==> config.mk <==
export PLATFORM = sky130hd
export DESIGN_NAME = fft_bfly_ctrl
export DESIGN_NICKNAME = d
export VERILOG_FILES = /design/src/rtl/fft_bfly_ctrl.sv
export SDC_FILE = /design/constraint.sdc
export NUM_CORES = 1
export LEC_CHECK = 0
export ABC_AREA = 1
export CORE_ASPECT_RATIO = 1.2
export CORE_MARGIN = 2
export CORE_UTILIZATION = 45
export DETAILED_ROUTE_END_ITERATION = 8
export GPL_ROUTABILITY_DRIVEN = 0
export HOLD_SLACK_MARGIN = 0.1
export PLACE_DENSITY = 0.67
export SETUP_SLACK_MARGIN = 0.2
export SYNTH_ARGS = -nofsm -noshare
export SYNTH_HDL_FRONTEND = slang
export SYNTH_SLANG_ARGS = --single-unit
==> constraint.sdc <==
create_clock -name clk -period 5 [get_ports clk]
set_input_delay 1 -clock clk [delete_from_list [all_inputs] [get_ports clk]]
set_output_delay 1 -clock clk [all_outputs]
set_load 0.02 [all_outputs]
==> src/rtl/fft_bfly_ctrl.sv <==
// Address/enable sequencer for an in-place radix-2 DIT FFT over a shared butterfly and single RAM.
// Optional sticky error output enabled by defining FFT_BFLY_CTRL_ERR_EN.
module fft_bfly_ctrl #(
  parameter int N_LOG2   = 8,
  parameter int RD_LAT   = 1,
  parameter int BFLY_LAT = 3,
  localparam int SW      = $clog2(N_LOG2)
) (
  input  logic              clk,
  input  logic              rst_n,
  input  logic              start,
  output logic              busy,
  output logic              done,
  output logic [SW-1:0]     stage,
  output logic              rd_en,
  output logic [N_LOG2-1:0] rd_addr_p,
  output logic [N_LOG2-1:0] rd_addr_q,
  output logic [N_LOG2-2:0] tw_addr,
  output logic              bfly_en,
  input  logic              bfly_vld,
  output logic              wr_en,
  output logic [N_LOG2-1:0] wr_addr_p,
  output logic [N_LOG2-1:0] wr_addr_q
`ifdef FFT_BFLY_CTRL_ERR_EN
  ,
  output logic              err
`endif
);

  localparam int DL  = RD_LAT + BFLY_LAT;
  localparam int OW  = $clog2(DL + 1);
  localparam int KW  = N_LOG2 - 1;
  localparam int SWE = SW + 1;
  localparam logic [KW-1:0] K_LAST     = '1;
  localparam logic [SW-1:0] LAST_STAGE = SW'(N_LOG2 - 1);

  typedef enum logic [1:0] {ST_IDLE, ST_RUN, ST_DRAIN, ST_DONE} state_t;

  typedef struct packed {
    logic              vld;
    logic              last;
    logic [N_LOG2-1:0] p;
    logic [N_LOG2-1:0] q;
  } dl_t;

  state_t            r_state, w_state_nx;
  logic [KW-1:0]     r_k, w_k_nx;
  logic [SW-1:0]     r_stage, w_stage_nx;
  logic [OW-1:0]     r_outst;
  logic              r_rd_en, r_last, r_busy, r_done;
  logic [N_LOG2-1:0] r_rd_addr_p, r_rd_addr_q;
  logic [KW-1:0]     r_tw_addr;
  logic [RD_LAT-1:0] r_en_sr;
  dl_t               r_dl [DL];
  dl_t               w_tail;
  logic              w_last_wr;

  logic [N_LOG2-1:0] w_kx, w_span, w_pos, w_p, w_q, w_tw_full;
  logic [SWE-1:0]    w_sh_p, w_sh_tw;

  assign w_tail    = r_dl[DL-1];
  assign w_last_wr = bfly_vld & w_tail.vld & w_tail.last;

  // Next-state and butterfly index/stage sequencing.
  always_comb begin
    w_state_nx = r_state;
    w_k_nx     = r_k;
    w_stage_nx = r_stage;
    case (r_state)
      ST_IDLE: begin
        if (start) begin
          w_state_nx = ST_RUN;
          w_k_nx     = {KW{1'b0}};
          w_stage_nx = {SW{1'b0}};
        end else begin
          w_state_nx = ST_IDLE;
        end
      end
      ST_RUN: begin
        if (r_k == K_LAST) begin
          w_state_nx = ST_DRAIN;
        end else begin
          w_k_nx = r_k + KW'(1);
        end
      end
      ST_DRAIN: begin
        // Leave only once the tagged last write retires and nothing else is in flight.
        if (w_last_wr && (r_outst == OW'(1))) begin
          if (r_stage == LAST_STAGE) begin
            w_state_nx = ST_DONE;
          end else begin
            w_state_nx = ST_RUN;
            w_stage_nx = r_stage + SW'(1);
            w_k_nx     = {KW{1'b0}};
          end
        end else begin
          w_state_nx = ST_DRAIN;
        end
      end
      ST_DONE: w_state_nx = ST_IDLE;
      default: w_state_nx = ST_IDLE;
    endcase
  end

  // Operand and twiddle addresses for the butterfly about to be issued.
  always_comb begin
    w_kx      = {1'b0, w_k_nx};
    w_span    = N_LOG2'(1) << w_stage_nx;
    w_pos     = w_kx & (w_span - N_LOG2'(1));
    w_sh_p    = {1'b0, w_stage_nx} + SWE'(1);
    w_sh_tw   = SWE'(N_LOG2 - 1) - {1'b0, w_stage_nx};
    w_p       = ((w_kx >> w_stage_nx) << w_sh_p) | w_pos;
    w_q       = w_p + w_span;
    w_tw_full = w_pos << w_sh_tw;
  end

  // FSM state, counters and registered issue-side outputs.
  always_ff @(posedge clk or negedge rst_n) begin
    if (!rst_n) begin
      r_state     <= ST_IDLE;
      r_k         <= {KW{1'b0}};
      r_stage     <= {SW{1'b0}};
      r_rd_en     <= 1'b0;
      r_last      <= 1'b0;
      r_busy      <= 1'b0;
      r_done      <= 1'b0;
      r_rd_addr_p <= {N_LOG2{1'b0}};
      r_rd_addr_q <= {N_LOG2{1'b0}};
      r_tw_addr   <= {KW{1'b0}};
    end else begin
      r_state <= w_state_nx;
      r_k     <= w_k_nx;
      r_stage <= w_stage_nx;
      r_rd_en <= (w_state_nx == ST_RUN);
      r_last  <= (w_state_nx == ST_RUN) && (w_k_nx == K_LAST);
      r_busy  <= (w_state_nx == ST_RUN) || (w_state_nx == ST_DRAIN);
      r_done  <= (w_state_nx == ST_DONE);
      if (w_state_nx == ST_RUN) begin
        r_rd_addr_p <= w_p;
        r_rd_addr_q <= w_q;
        r_tw_addr   <= w_tw_full[KW-1:0];
      end else begin
        r_rd_addr_p <= {N_LOG2{1'b0}};
        r_rd_addr_q <= {N_LOG2{1'b0}};
        r_tw_addr   <= {KW{1'b0}};
      end
    end
  end

  // Read-to-butterfly enable delay and write-back address delay line.
  always_ff @(posedge clk or negedge rst_n) begin
    if (!rst_n) begin
      r_en_sr <= {RD_LAT{1'b0}};
      for (int i = 0; i < DL; i++) begin
        r_dl[i] <= '0;
      end
    end else begin
      r_en_sr[0] <= r_rd_en;
      for (int i = 1; i < RD_LAT; i++) begin
        r_en_sr[i] <= r_en_sr[i-1];
      end
      r_dl[0] <= '{vld: r_rd_en, last: r_last, p: r_rd_addr_p, q: r_rd_addr_q};
      for (int i = 1; i < DL; i++) begin
        r_dl[i] <= r_dl[i-1];
      end
    end
  end

  // Butterflies in flight between read issue and write-back.
  always_ff @(posedge clk or negedge rst_n) begin
    if (!rst_n) begin
      r_outst <= {OW{1'b0}};
    end else begin
      case ({r_rd_en, bfly_vld})
        2'b10:   r_outst <= r_outst + OW'(1);
        2'b01:   r_outst <= r_outst - OW'(1);
        default: r_outst <= r_outst;
      endcase
    end
  end

`ifdef FFT_BFLY_CTRL_ERR_EN
  logic r_err;

  // Sticky flag: pipeline valid out of step with the delay line, or start while busy.
  always_ff @(posedge clk or negedge rst_n) begin
    if (!rst_n) begin
      r_err <= 1'b0;
    end else begin
      r_err <= r_err | (bfly_vld != w_tail.vld) | (start & r_busy);
    end
  end

  assign err = r_err;
`endif

  assign busy      = r_busy;
  assign done      = r_done;
  assign stage     = r_stage;
  assign rd_en     = r_rd_en;
  assign rd_addr_p = r_rd_addr_p;
  assign rd_addr_q = r_rd_addr_q;
  assign tw_addr   = r_tw_addr;
  assign bfly_en   = r_en_sr[RD_LAT-1];
  assign wr_en     = bfly_vld;
  assign wr_addr_p = w_tail.p;
  assign wr_addr_q = w_tail.q;

endmodule

==> results.json <==
{
  "fin_crit_sh": 0.881,
  "crit_path_max_fanout": 10,
  "die_y_um": 117,
  "async_reset_ff_frac": 1.00,
  "wl_mm": 9.41,
  "clockPowerShare": 0.343,
  "max_freq_mhz": 227,
  "fp.dieArea_um2": 11500,
  "power.density_nw_per_um2": 582,
  "synth_edf_count": 0,
  "nets": 573,
  "layout-drive-gt1-share": 0.116,
  "drc": 0,
  "initial_utilization": 0.458,
  "p_sw_frac": 0.317,
  "clk_path_buf_depth": 2,
  "drv_cap": 0,
  "start_kind": "input port",
  "fin_worst_skew_ns": 0.00715,
  "grt_pass1_vias": 3314,
  "arrival_ns": 4.73,
  "finalInstanceArea_um2": 6050,
  "slew_headroom": 0.570,
  "dr.pass1.iters": 4,
  "ir_worst_vdd_uv": 250,
  "worstSetupPathType": "in2reg",
  "yosysSeqAreaShare": 0.595,
  "yosysWarnings": 0,
  "period_needed_ns": 4.40,
  "drtIter0Drc": 189,
  "finalMaxSlewViolations": 0,
  "setup_ws_ns": 0.596,
  "max_slew.worst_pin.slew_ns": 0.645,
  "min_path_type": "reg2reg",
  "post-place-ws_ns": -0.0122,
  "endpoint_kind": "register",
  "cts_tree": "yes",
  "antenna_found_initial": 0,
  "path_clk_slew_ns": 0.05,
  "ys_types": 31,
  "cp.required_ns": 5.33,
  "routed-via-count": 3441,
  "syn_avg_cell_area_um2": 9.86,
  "viasPerCell": 5.00,
  "status": "completed",
  "fin_setup_tns_ns": 0,
  "hpwl_mm": 6.66,
  "dpl_cell_area_um2": 5380,
  "io_buffer_count": 50,
  "grt_pass1_wl_mm": 15.6,
  "p_switching_mw": 1.11,
  "grt_max_degree": 54,
  "ctsHoldBuffers": 0,
  "synth-main-ff-cell": "dfrtp_1",
  "p_total_mw": 3.52,
  "p_comb_frac": 0.273,
  "insertedDiodeCount": 0,
  "rsz0062_at_grt": "false",
  "io_pins": 51,
  "fp.dieW_um": 98.2,
  "syn_inst": 486,
  "fp.coreArea_um2": 10500,
  "ys_ff_latch": 114,
  "hold_viol_final": 0,
  "wl_per_cell_um": 13.7,
  "clk-insertion-delay-late_ns": 0.41,
  "cts_root_buf": "clkbuf_16",
  "ant_nets": 0,
  "holdWs_ns": 0.340,
  "core.rowCount": 41,
  "htree_levels": 4,
  "synth_fp_nets": 513,
  "p_int_mw": 2.40,
  "grt_overflow": 0,
  "seqPwrFrac": 0.384,
  "numCtsBuffers": 17,
  "cts.sinks": 114,
  "leakagePower_nw": 2.98,
  "netlist_area_um2": 4790,
  "track_usage": 0.177,
  "area_growth_pct": 26.2,
  "finalSetupViolations": 0
}
[state kept, by name (all words and copies together), names as in the netlist, 7 cells and up]
register   count
r_dl          56
r_k            7
rd_addr_p      8
rd_addr_q      8
tw_addr        7
wr_addr_p      8
wr_addr_q      8
[worst max-delay path, stage by stage]
cell and delay [ns]:
clkdlybuf4s50_1 0.50, nand2_1 0.07, inv_1 0.11, nand3_1 0.12, nor2_1 0.19, inv_1 0.06, nand2_1 0.10, buf_4 0.19
ha_1 0.15, inv_1 0.07, nor2_2 0.21, buf_4 0.17, nor2_1 0.04, nand2_1 0.07, a21oi_1 0.07, o21ai_1 0.13
nand2_1 0.08, ha_1 0.33, nand2_1 0.07, inv_1 0.07, o21a_1 0.13, nor2_1 0.04, nor2_1 0.14, nor2_1 0.06
o21bai_1 0.15, xnor2_1 0.16, nand3_1 0.10, a21oi_1 0.14
[layer usage]
layer / track usage / share of wire
met1: 0.211 / 0.42
met2: 0.291 / 0.49
met3: 0.0570 / 0.058
met4: 0.0922 / 0.032
met5: 0 / 0
[synthesized netlist by cell type (all sizes together), types with 2 or more instances]
| cell | number | area share |
|---|---|---|
| ha | 22 | 0.057 |
| o21a | 2 | 0.0031 |
| buf | 25 | 0.037 |
| o22ai | 2 | 0.0026 |
| nor2 | 39 | 0.034 |
| xnor2 | 4 | 0.0073 |
| a31oi | 2 | 0.0026 |
| nand2 | 109 | 0.085 |
| clkbuf | 2 | 0.0016 |
| a21oi | 16 | 0.017 |
| dfrtp | 114 | 0.60 |
| xor2 | 3 | 0.0055 |
| inv | 49 | 0.038 |
| nand4 | 7 | 0.012 |
| nand3 | 60 | 0.064 |
| nor3 | 6 | 0.0063 |
| o21ai | 17 | 0.018 |
[power by group through the flow]
stage	combinational (mW)	clock (mW)	sequential, mW
after global routing	1.07	1.28	1.38
after global placement	0.926	0	1.35
after floorplan	0.581	0	1.40
after CTS	0.948	1.23	1.36
final	0.961	1.21	1.35
after detailed placement	0.938	0	1.37
[through the flow]
stage,cells,util
detailed placement,653,0.514
global placement,653,0.514
floorplan,486,-
finish,688,0.578
CTS,685,0.572
global route,688,0.578
[final cells by class]
class | count | area [um^2]
fillers | 868 | 4420
flip-flops and latches | 114 | 2850
multi-input cells | 295 | 1600
repair buffers | 68 | 637
clock buffers | 17 | 425
inverters | 50 | 188
clock inverters | 15 | 180
well taps | 129 | 161
[timing repair]
item                                   in CTS  in global routing
endpoints found under the hold margin       0                  0
buffers inserted                            0                  3
resized for setup                           0                 10
setup endpoints to repair                   0                  2
[placed cells by master (no fill, tap or decap), types with 2 or more instances in the layout]
cell and count:
o21a_1 2, nor2_2 4, o22ai_1 2, clkinv_2 3
bufinv_16 3, ha_1 20, clkinv_4 3, o21ai_1 3
xnor2_1 4, buf_4 18, nand2_1 107, xor2_1 3
inv_1 49, nand4_1 6, nor3_1 6, nor2_4 2
nor2_1 33, a21oi_1 15, nand3_1 59, inv_6 3
a31oi_1 2, clkdlybuf4s50_1 49, o21ai_0 14, clkinvlp_4 3
clkbuf_16 17, nand2_2 2, dfrtp_1 114
[kinds of logic after synthesis]
| family | after synthesis | synth area share |
|---|---|---|
| DFF | 114 | 0.595 |
| buffers and inverters | 77 | 0.0775 |
| xor gates and xnor gates | 7 | 0.0128 |
| and+or+nand+nor | 222 | 0.203 |
| adders and majority gates | 23 | 0.0616 |
| AOI/OAI and AO/OA | 43 | 0.0504 |
[worst paths after layout]
| path | slack [ns] | from | cells after the start | endpoint |
|---|---|---|---|---|
| min | 0.34 | r_last | 0 | r_dl[70] |
| max reg2reg | 0.96 | r_outst[1] | 29 | rd_addr_q[7] |
| max in group asynchronous | 3.46 | rst_n | 2 | r_dl[47] |
| min in group asynchronous | 0.62 | rst_n | 1 | r_last |
| max | 0.60 | bfly_vld | 28 | rd_addr_q[7] |
| min reg2reg | 0.34 | r_last | 0 | r_dl[70] |
Note: power is estimated with default switching activity, not from simulation.
